[config.mk]
export PLATFORM = sky130hd
export DESIGN_NAME = bits_to_bytes_stream
export DESIGN_NICKNAME = d
export VERILOG_FILES = /design/src/rtl/bits_to_bytes_stream.sv
export SDC_FILE = /design/constraint.sdc
export NUM_CORES = 1
export LEC_CHECK = 0
export BUFFER_PORTS_ARGS = -buffer_cell sky130_fd_sc_hd__buf_2
export CORE_MARGIN = 10
export CORE_UTILIZATION = 55
export DETAILED_ROUTE_END_ITERATION = 8
export HOLD_SLACK_MARGIN = 0.05
export PLACE_DENSITY = 0.81
export SYNTH_ARGS = -nofsm -noshare
export SYNTH_HDL_FRONTEND = slang
export SYNTH_SLANG_ARGS = --single-unit
[constraint.sdc]
create_clock -name clk -period 2.5 [get_ports clk]
set_clock_uncertainty 0.1 [all_clocks]
set_input_delay 0.75 -clock clk [delete_from_list [all_inputs] [get_ports clk]]
set_output_delay 0.75 -clock clk [all_outputs]
set_load 0.005 [all_outputs]
[src/rtl/bits_to_bytes_stream.sv]
// Packs a frame of FRAME_BITS bits (IN_W per beat, little-endian) into bytes on a valid/ready stream.
// Byte appears one cycle after its completing beat; a completing beat stalls only while the output register is full and not draining.
module bits_to_bytes_stream #(
    parameter int FRAME_BITS = 2048,
    parameter int IN_W       = 4
) (
    input  logic            clk,
    input  logic            rst_n,
    input  logic            start,
    input  logic            abort,
    output logic            busy,
    output logic            done,
    input  logic            in_valid,
    output logic            in_ready,
    input  logic [IN_W-1:0] in_bits,
    output logic            out_valid,
    input  logic            out_ready,
    output logic [7:0]      out_byte,
    output logic            out_last
);

    localparam int BEATS  = 8 / IN_W;
    localparam int POS_W  = (BEATS > 1) ? $clog2(BEATS) : 1;
    localparam int NBYTES = FRAME_BITS / 8;
    localparam int CNT_W  = $clog2(NBYTES + 1);
    localparam logic [POS_W-1:0] POS_LAST = POS_W'(BEATS - 1);
    localparam logic [CNT_W-1:0] CNT_LAST = CNT_W'(NBYTES - 1);

    typedef enum logic [1:0] {IDLE, RUN, FLUSH} state_t;

    state_t             state_q;
    logic [7:0]         acc_q;
    logic [7:0]         byte_d;
    logic [POS_W-1:0]   pos_q;
    logic [CNT_W-1:0]   cnt_q;
    logic [7:0]         out_byte_q;
    logic               out_valid_q;
    logic               out_last_q;
    logic               done_q;
    logic               completing;
    logic               beat_acc;
    logic               out_hs;

    assign completing = (pos_q == POS_LAST);
    assign in_ready   = (state_q == RUN) && (!completing || !out_valid_q || out_ready);
    assign beat_acc   = in_valid && in_ready;
    assign out_hs     = out_valid_q && out_ready;

    // Accumulator with the current beat merged into its slot.
    always_comb begin
        byte_d = acc_q;
        for (int k = 0; k < 8; k++) begin
            if ((k / IN_W) == int'(pos_q)) begin
                byte_d[k] = in_bits[k % IN_W];
            end
        end
    end

    always_ff @(posedge clk or negedge rst_n) begin
        if (!rst_n) begin
            state_q     <= IDLE;
            acc_q       <= '0;
            pos_q       <= '0;
            cnt_q       <= '0;
            out_byte_q  <= '0;
            out_valid_q <= 1'b0;
            out_last_q  <= 1'b0;
            done_q      <= 1'b0;
        end else if (abort) begin
            state_q     <= IDLE;
            acc_q       <= '0;
            pos_q       <= '0;
            cnt_q       <= '0;
            out_valid_q <= 1'b0;
            out_last_q  <= 1'b0;
            done_q      <= 1'b0;
        end else begin
            done_q <= 1'b0;
            if (out_hs) begin
                out_valid_q <= 1'b0;
                out_last_q  <= 1'b0;
            end
            case (state_q)
                IDLE: begin
                    if (start) begin
                        state_q <= RUN;
                        acc_q   <= '0;
                        pos_q   <= '0;
                        cnt_q   <= '0;
                    end
                end
                RUN: begin
                    if (beat_acc) begin
                        if (completing) begin
                            // A reload here overrides the handshake clear above.
                            out_byte_q  <= byte_d;
                            out_valid_q <= 1'b1;
                            out_last_q  <= (cnt_q == CNT_LAST);
                            acc_q       <= '0;
                            pos_q       <= '0;
                            cnt_q       <= cnt_q + CNT_W'(1);
                            if (cnt_q == CNT_LAST) begin
                                state_q <= FLUSH;
                            end
                        end else begin
                            acc_q <= byte_d;
                            pos_q <= pos_q + POS_W'(1);
                        end
                    end
                end
                FLUSH: begin
                    if (out_hs) begin
                        state_q <= IDLE;
                        done_q  <= 1'b1;
                    end
                end
                default: state_q <= IDLE;
            endcase
        end
    end

    assign busy      = (state_q != IDLE);
    assign done      = done_q;
    assign out_valid = out_valid_q;
    assign out_byte  = out_byte_q;
    assign out_last  = out_last_q;

endmodule

==> After elaboration in Yosys (flattened, before gate mapping) <==
Index checks and enable logic that the tools add are counted.
{ "word_totals": {"ff_bits": 31, "wordCells": 76} }
{ "classes": {"n_addsub": 2, "eq_ne": 8, "n_mux": 43, "bitwise_logic": 1, "n_reduce_logical": 14} }
{ "op_table": {"columns": ["op", "count"], "rows": [
  ["$mux 9", 4],
  ["$mux 8", 4],
  ["$mux 1", 25],
  ["$pmux 9 s2", 1],
  ["$pmux 8 s2", 1],
  ["$mux 2", 6],
  ["$ne 3x3->1 const B", 4],
  ["$add 9x1->9 const B", 1],
  ["$eq 9x8->1 const B", 1],
  ["$reduce_and 4->1", 2],
  ["$pmux 2 s3", 1],
  ["$reduce_and 5->1", 1],
  ["$logic_and 1x1->1", 3],
  ["$ne 3x2->1 const B", 1],
  ["$reduce_and 3->1", 1],
  ["$reduce_bool 3->1", 1],
  ["$eq 2x1->1 const B", 1],
  ["$eq 2x2->1 const B", 1],
  ["$logic_not 1->1", 2],
  ["$logic_not 2->1", 1],
  ["$logic_or 1x1->1", 2],
  ["$pmux 1 s2", 1],
  ["$reduce_bool 2->1", 1],
  ["$add 1x1->1 const B", 1],
  ["$not 1->1", 1]
]} }

==> Logic depth before layout (Yosys ltp) <==
Gate-level depths: netlist (run 1).
{ "depth": {"word_depth": 8, "ltp_mapped": 7} }

==> Worst setup path after synthesis (run 1) <==
No wires, ideal clock.
{ "synth_path": {"kind": "input-to-reg", "start": "input abort", "end": "register out_byte_q[5] (netlist: out_byte[5])", "setup_ns": 0.073, "arrival_time_ns": 1.899, "required_time_ns": 2.327, "slack_ns": 0.428, "cell_stages": 6, "path_buffers": 2, "cell_sequence": "or3b_1 -> buf_6 -> nor3b_4 -> buf_6 -> nor2_1 -> a21oi_2"} }
{ "synth_between": {"elab_chain_len": 2} }
{ "synth_rtl": {"columns": ["element", "line", "text"], "rows": [
  ["start, declared", "10", "input logic abort,"],
  ["$not 1->1 (no line)", null, null],
  ["$reduce_and 4->1 (no line)", null, null],
  ["end signal, assigned", "96", "out_byte_q <= byte_d;"],
  ["end, declared", "36", "logic [7:0] out_byte_q;"]
]} }
No other way between the ends.
A chain may end at the register's enable or synchronous reset.

==> Final worst setup path (run 1) <==
{ "layout_path": {"start": "register state_q[1]", "end": "output in_ready"} }
{ "layout_between": {"elab_chain_len": 2} }
{ "layout_rtl": {"columns": ["element", "line", "text"], "rows": [
  ["start, declared", "31", "state_t state_q;"],
  ["start signal, assigned", "61", "state_q <= IDLE;"],
  ["start signal, assigned", "70", "state_q <= IDLE;"],
  ["start signal, assigned", "86", "state_q <= RUN;"],
  ["$eq 2x1->1", "45", "assign in_ready = (state_q == RUN) && (!completing || !out_valid_q || out_ready);"],
  ["$logic_and 1x1->1", "45", null],
  ["end, declared", "14", "output logic in_ready,"]
]} }
No other way between the ends.

==> impl_metrics.csv, run 1 <==
group,metric,value,unit
grt,grt_pass1_wl,5390,µm
sta,setup_tns,0,ns
cts,clock_path_buffers,2,
sta,rsz0062_at_grt,"no",
sta,finalCritPeriodShare,90.2,%
cts,clkSlewWorstSetupHoldPaths,0.10,ns
detailed_routing,initialDrtViolationCount,118,
synth,yosys_most_used_dff,"dfrtp_1",
detailed_routing,via_per_inst,5.66,
sta,report.final.slew_viol_count,0,
sta,tightestPinTransition,0.669,ns
cells_and_area,regArea,776,µm²
synth,syn_nets,160,
cts,cts_tree,"yes",
floorplanning,dieArea,0.00522,mm²
job,drv_cap,0,
placed_design,dp.cells,198,
worst_setup_path,crit_required,1.65,ns
cells_and_area,finish.net_count,187,
floorplanning,die_w,72.3,µm
synth,async_flop_share,100,%
worst_setup_path,max_stage_delay,0.48,ns
power_and_ir_drop,peakVddDrop,0.000570,V
cells_and_area,final_area,0.00173,mm²
placed_design,io_buffers,22,
synth,synth_edf_count,0,
worst_setup_path,worst_setup_path_end_kind,"output port",
worst_setup_path,startpoint_type,"flip-flop",
grt,grt-ovfl-total,0,
cts,clock_tree.root_cell,"clkbuf_4",
floorplanning,initial_utilization,59.0,%
synth,yosysTopAreaCell,"dfrtp_1",
grt,first_global_vias,1197,
synth,synth.distinct_cells,35,
detailed_routing,route.detailed.drc,0,
synth,syn-instance-count,148,
synth,yosysSeqAreaShare,51.6,%
power_and_ir_drop,leakagePower,0.817,nW
sta,holdWs,0.332,ns
power_and_ir_drop,combPwrFrac,15.4,%
synth,avgSynthCellArea,10.2,µm²
grt,grt.total_usage,12.8,%
synth,synth_seq_cells,31,
cts,cts_resized,0,
power_and_ir_drop,p_per_area,673,mW/mm²
floorplanning,fp.dieH,72.3,µm
sta,relSlewSlack,55.4,%
cells_and_area,drive_above_1_share,22.7,%
power_and_ir_drop,p_int,865,µW
cells_and_area,n_fill_cell,209,
placed_design,gp_congestion,0.847,
cells_and_area,multi_input_area,649,µm²
power_and_ir_drop,p_seq_share,49.6,%
cells_and_area,diodes,0,
floorplanning,core-area,0.00254,mm²
placed_design,place_area,0.00164,mm²
floorplanning,rows,18,
cells_and_area,stdcell_count,206,
worst_setup_path,crit_path_top_delay_cell,"dfrtp_1",
sta,setup_viol_count_final,0,
synth,ys_warn_count,0,
grt,grt_max_degree,32,
cells_and_area,area_growth_syn_to_layout,15.2,%
outcome,status,"completed",
cts,clock_sinks,31,
sta,hold_violations,0,
worst_setup_path,criticalPathCategory,"flip-flop to output port",
floorplanning,ios,23,
detailed_routing,wire_per_inst,15.9,µm
power_and_ir_drop,switching_power,299,µW
synth,synthTopCellsByCount,"dfrtp_1 (31), nand2_1 (14), nor2_1 (13)",
cts,cts-hold-fix-buffers,0,
cts,post_cts_buffers,0,
synth,synth_top_area_share,51.6,%
worst_hold_path,min_path_type,"input pin to asynchronous set/reset pin",
worst_setup_path,worstPathCellList,"nand2b_1 > a21oi_1 > buf_2",
cts,clock_latency,0.34,ns
synth,netlist_area,0.00150,mm²
sta,fmax,0.443,GHz
worst_setup_path,cp_max_fo,8,
synth,ys_top_cells_by_area,"dfrtp_1 (52%), mux2i_1 (8.0%), a21oi_1 (3.7%)",
power_and_ir_drop,power_frac_clock,35.1,%
detailed_routing,ant_nets,0,
worst_setup_path,cp.arrival,1.41,ns
grt,antenna_found_initial,0,
placed_design,dp_hpwl,2330,µm
cts,htreeDepth,2,
sta,period_needed,2.26,ns
synth,yosys.cell_count.top_type,"dfrtp_1",
cts,cts_made_buffers,5,
detailed_routing,drt-total-wl,3270,µm
power_and_ir_drop,swShare,25.7,%
detailed_routing,first_pass_iters,5,
detailed_routing,via_count,1166,
==> cells in the final DEF (no fill, tap or decap), types with 2 or more instances in the layout <==
cell	synthesis	final
dfrtp_1	31	31
buf_2	2	22
nand2_1	14	14
nor2_1	13	13
mux2i_1	12	12
a21oi_1	11	11
inv_1	9	9
and2_1	6	6
o21ai_0	6	6
and3_1	5	5
clkbuf_4	0	5
buf_4	0	5
nand3_1	4	4
o31ai_1	4	4
nand2b_1	2	2
nor4_1	2	2
a21oi_2	2	2
a31oi_1	2	2
ha_1	2	2
==> layout make-up <==
cell class,instances,area share [%]
clock buffers,6,2.96
repair buffers,27,8.53
multi-input cells,101,37.5
flip-flops and latches,31,44.8
clock inverters,2,2.02
inverters,9,1.95
well taps,30,2.17
==> power groups by stage <==
stage	clock, mW	combinational [mW]	sequential (mW)
floorplan	0	0.0913	0.585
global placement	0	0.176	0.583
detailed placement	0	0.181	0.588
CTS	0.415	0.183	0.578
global route	0.431	0.205	0.583
finish	0.408	0.179	0.577
==> metrics by stage <==
step           util [%]  worst slack, ns  total power [mW]
2_1_floorplan         -            0.428             0.677
3_3_place_gp       64.6            0.258             0.759
3_5_place_dp       64.6            0.204             0.769
4_1_cts            68.0            0.237              1.18
5_1_grt            68.0            0.165              1.22
6_report           68.0            0.244              1.16
==> layer usage <==
layer  track usage, %  routed length [µm]  vias up
met1             14.6                1380      549
li1                 -                   -      571
met2             20.7                1540       36
met4             6.88                  80        0
met5                0                   0        -
met3             4.35                 267       10
==> state kept, by name (all words and copies together), names as in the netlist <==
register	flops
out_byte	8
out_last	1
completing	1
done	1
out_valid	1
cnt_q	9
acc_q	8
state_q	2
==> worst max-delay path, delay by kind of cell, from the launching register on <==
kind	cells	cell delay, ns
AO/OA/AOI/OAI	1	0.22
buffers and inverters	1	0.16
flip-flops	1	0.48
AND/OR/NAND/NOR	1	0.22
==> kinds of logic after synthesis <==
group	synth area share (%)
AND/OR/NAND/NOR	19.2
adder cells (fa/ha/maj)	1.67
flip-flops	51.6
AO/OA/AOI/OAI	14.3
buffers and inverters	5.16
multiplexers	7.99
==> path summary, 6_finish.rpt <==
check	from	to	slack, ns	cells after the start
max	state_q[1]$_DFFE_PN0P_	in_ready	0.24	3
min	rst_n	completing$_DFFE_PN0P_	0.33	1
max reg2reg	cnt_q[0]$_DFFE_PN0P_	state_q[0]$_DFFE_PN0P_	0.58	7
min reg2reg	cnt_q[7]$_DFFE_PN0P_	cnt_q[7]$_DFFE_PN0P_	0.38	1
max in group asynchronous	rst_n	cnt_q[0]$_DFFE_PN0P_	1.52	1
min in group clk	cnt_q[7]$_DFFE_PN0P_	cnt_q[7]$_DFFE_PN0P_	0.38	1
No activity file was read; power rests on OpenSTA's default activity.
==> inputs of run 2 (changes only) <==
--- a/config.mk
+++ b/config.mk
@@ -6,6 +6,7 @@
 export NUM_CORES = 1
 export LEC_CHECK = 0
 export BUFFER_PORTS_ARGS = -buffer_cell sky130_fd_sc_hd__buf_2
+export CORE_ASPECT_RATIO = 2
 export CORE_MARGIN = 10
 export CORE_UTILIZATION = 55
 export DETAILED_ROUTE_END_ITERATION = 8
==> impl_metrics.csv, run 2 (same netlist as run 1, synthesis figures left out) <==
group,metric,value,unit
cells_and_area,top_register,"cnt_q",
floorplanning,die_w,57.0,µm
worst_setup_path,cp.arrival,1.33,ns
grt,grt.total_usage,13.8,%
placed_design,place_area,0.00163,mm²
cells_and_area,layout_commonest_cell,"dfrtp_1",
detailed_routing,route.detailed.drc,0,
detailed_routing,ant_nets,0,
worst_setup_path,max_stage_delay,0.17,ns
cells_and_area,n_fill_cell,224,
cells_and_area,drive_above_1_share,21.3,%
worst_setup_path,cp_max_fo,3,
sta,fmax,0.459,GHz
worst_setup_path,reg2reg_slack,0.49,ns
worst_setup_path,startpoint_type,"input pin",
floorplanning,ios,23,
power_and_ir_drop,peakVddDrop,0.000547,V
cts,clock_tree.root_cell,"clkbuf_8",
detailed_routing,first_pass_iters,4,
cells_and_area,area_growth_syn_to_layout,14.9,%
cells_and_area,largest_reg_flops,9,
cts,clkSlewWorstSetupHoldPaths,0.06,ns
sta,setup_viol_count_final,0,
placed_design,gp_congestion,0.906,
sta,holdWs,0.383,ns
job,drv_cap,0,
placed_design,io_buffers,22,
power_and_ir_drop,p_per_area,684,mW/mm²
worst_setup_path,worst_setup_path_end_kind,"output port",
worst_setup_path,criticalPathCategory,"input pin to output port",
cells_and_area,finish.net_count,185,
floorplanning,core-area,0.00260,mm²
placed_design,dp_hpwl,2580,µm
sta,finalCritPeriodShare,87.1,%
sta,hold_violations,0,
placed_design,dp.cells,194,
cts,htreeDepth,2,
power_and_ir_drop,total_power,1.18,mW
grt,first_global_vias,1241,
detailed_routing,via_per_inst,5.88,
cells_and_area,final_cell_mix,"dfrtp_1 (31), buf_2 (22), nand2_1 (14)",
cts,cts_made_buffers,5,
worst_setup_path,path_buf_inv,2,
grt,grt-ovfl-total,0,
worst_setup_path,path_delay_family,"buffers and inverters",
worst_setup_path,crit_path_top_delay_cell,"nor2b_1",
cts,clock_sinks,31,
sta,period_needed,2.18,ns
detailed_routing,via_count,1187,
detailed_routing,drt-total-wl,3410,µm
sta,tightestPinTransition,0.679,ns
grt,grt_pass1_wl,5740,µm
cells_and_area,final_area,0.00173,mm²
cts,post_cts_buffers,0,
worst_setup_path,worstPathCellList,"buf_2 > nor2b_1 > a21oi_1 > buf_2",
floorplanning,initial_utilization,57.7,%
grt,antenna_found_initial,0,
sta,report.final.slew_viol_count,0,
detailed_routing,initialDrtViolationCount,43,
sta,rsz0062_at_grt,"no",
floorplanning,rows,26,
worst_setup_path,crit_path_frequent_cell,"buf_2",
worst_hold_path,min_path_type,"flip-flop to flip-flop",
sta,setup_tns,0,ns
cts,clock_latency,0.29,ns
detailed_routing,wire_per_inst,16.9,µm
cts,cts_resized,0,
cts,cts_tree,"yes",
cts,clock_path_buffers,2,
power_and_ir_drop,leakagePower,0.810,nW
floorplanning,fp.dieH,93.9,µm
grt,grt_max_degree,32,
cells_and_area,diodes,0,
cells_and_area,stdcell_count,202,
cts,cts-hold-fix-buffers,0,
outcome,status,"completed",
sta,relSlewSlack,54.7,%
floorplanning,dieArea,0.00535,mm²
worst_setup_path,crit_required,1.65,ns
run 2: changes by cell type in the layout (fill, tap and decap cells not counted), sizes merged:
cell	previous run	this run
buf	27	25
clkbuf	6	8
bufinv	1	0
clkinv	1	0
run 2: power breakdown:
group | internal, mW | switching (mW)
clock | 0.251 | 0.178
combinational | 0.0784 | 0.0926
sequential | 0.549 | 0.0323
total | 0.878 | 0.303
run 2: worst paths after layout:
check / start / to / depth (start not counted)
min reg2reg: cnt_q[7]$_DFFE_PN0P_ / cnt_q[7]$_DFFE_PN0P_ / 1
max: out_ready / in_ready / 4
min in group asynchronous: rst_n / done$_DFF_PN0_ / 1
max in group asynchronous: rst_n / out_byte[2]$_DFFE_PN0P_ / 1
min: cnt_q[7]$_DFFE_PN0P_ / cnt_q[7]$_DFFE_PN0P_ / 1
max reg2reg: cnt_q[0]$_DFFE_PN0P_ / state_q[0]$_DFFE_PN0P_ / 7
run 2: area by class of cell:
cell class                      instances  area (µm²)  share of cell area [%]
Timing Repair Buffer                   25         133                    7.68
Inverter                                9        33.8                    1.96
Tap cell                               28        35.0                    2.03
Multi-Input combinational cell        101         649                    37.6
Sequential cell                        31         776                    44.9
Clock buffer                            8         100                    5.80
run 2: stage by stage:
stage	setup WS [ns]	utilization, %
floorplan	0.428	-
global placement	0.250	62.5
detailed placement	0.205	62.5
CTS	0.325	66.3
global route	0.248	66.3
finish	0.322	66.3
run 2: per-layer routing:
layer | GRT usage [%] | wire, µm | vias to the layer above
met3 | 5.56 | 237 | 11
met5 | 0 | 0 | -
met1 | 12.6 | 1240 | 568
met2 | 23.5 | 1800 | 38
met4 | 10.6 | 142 | 0
li1 | - | - | 570
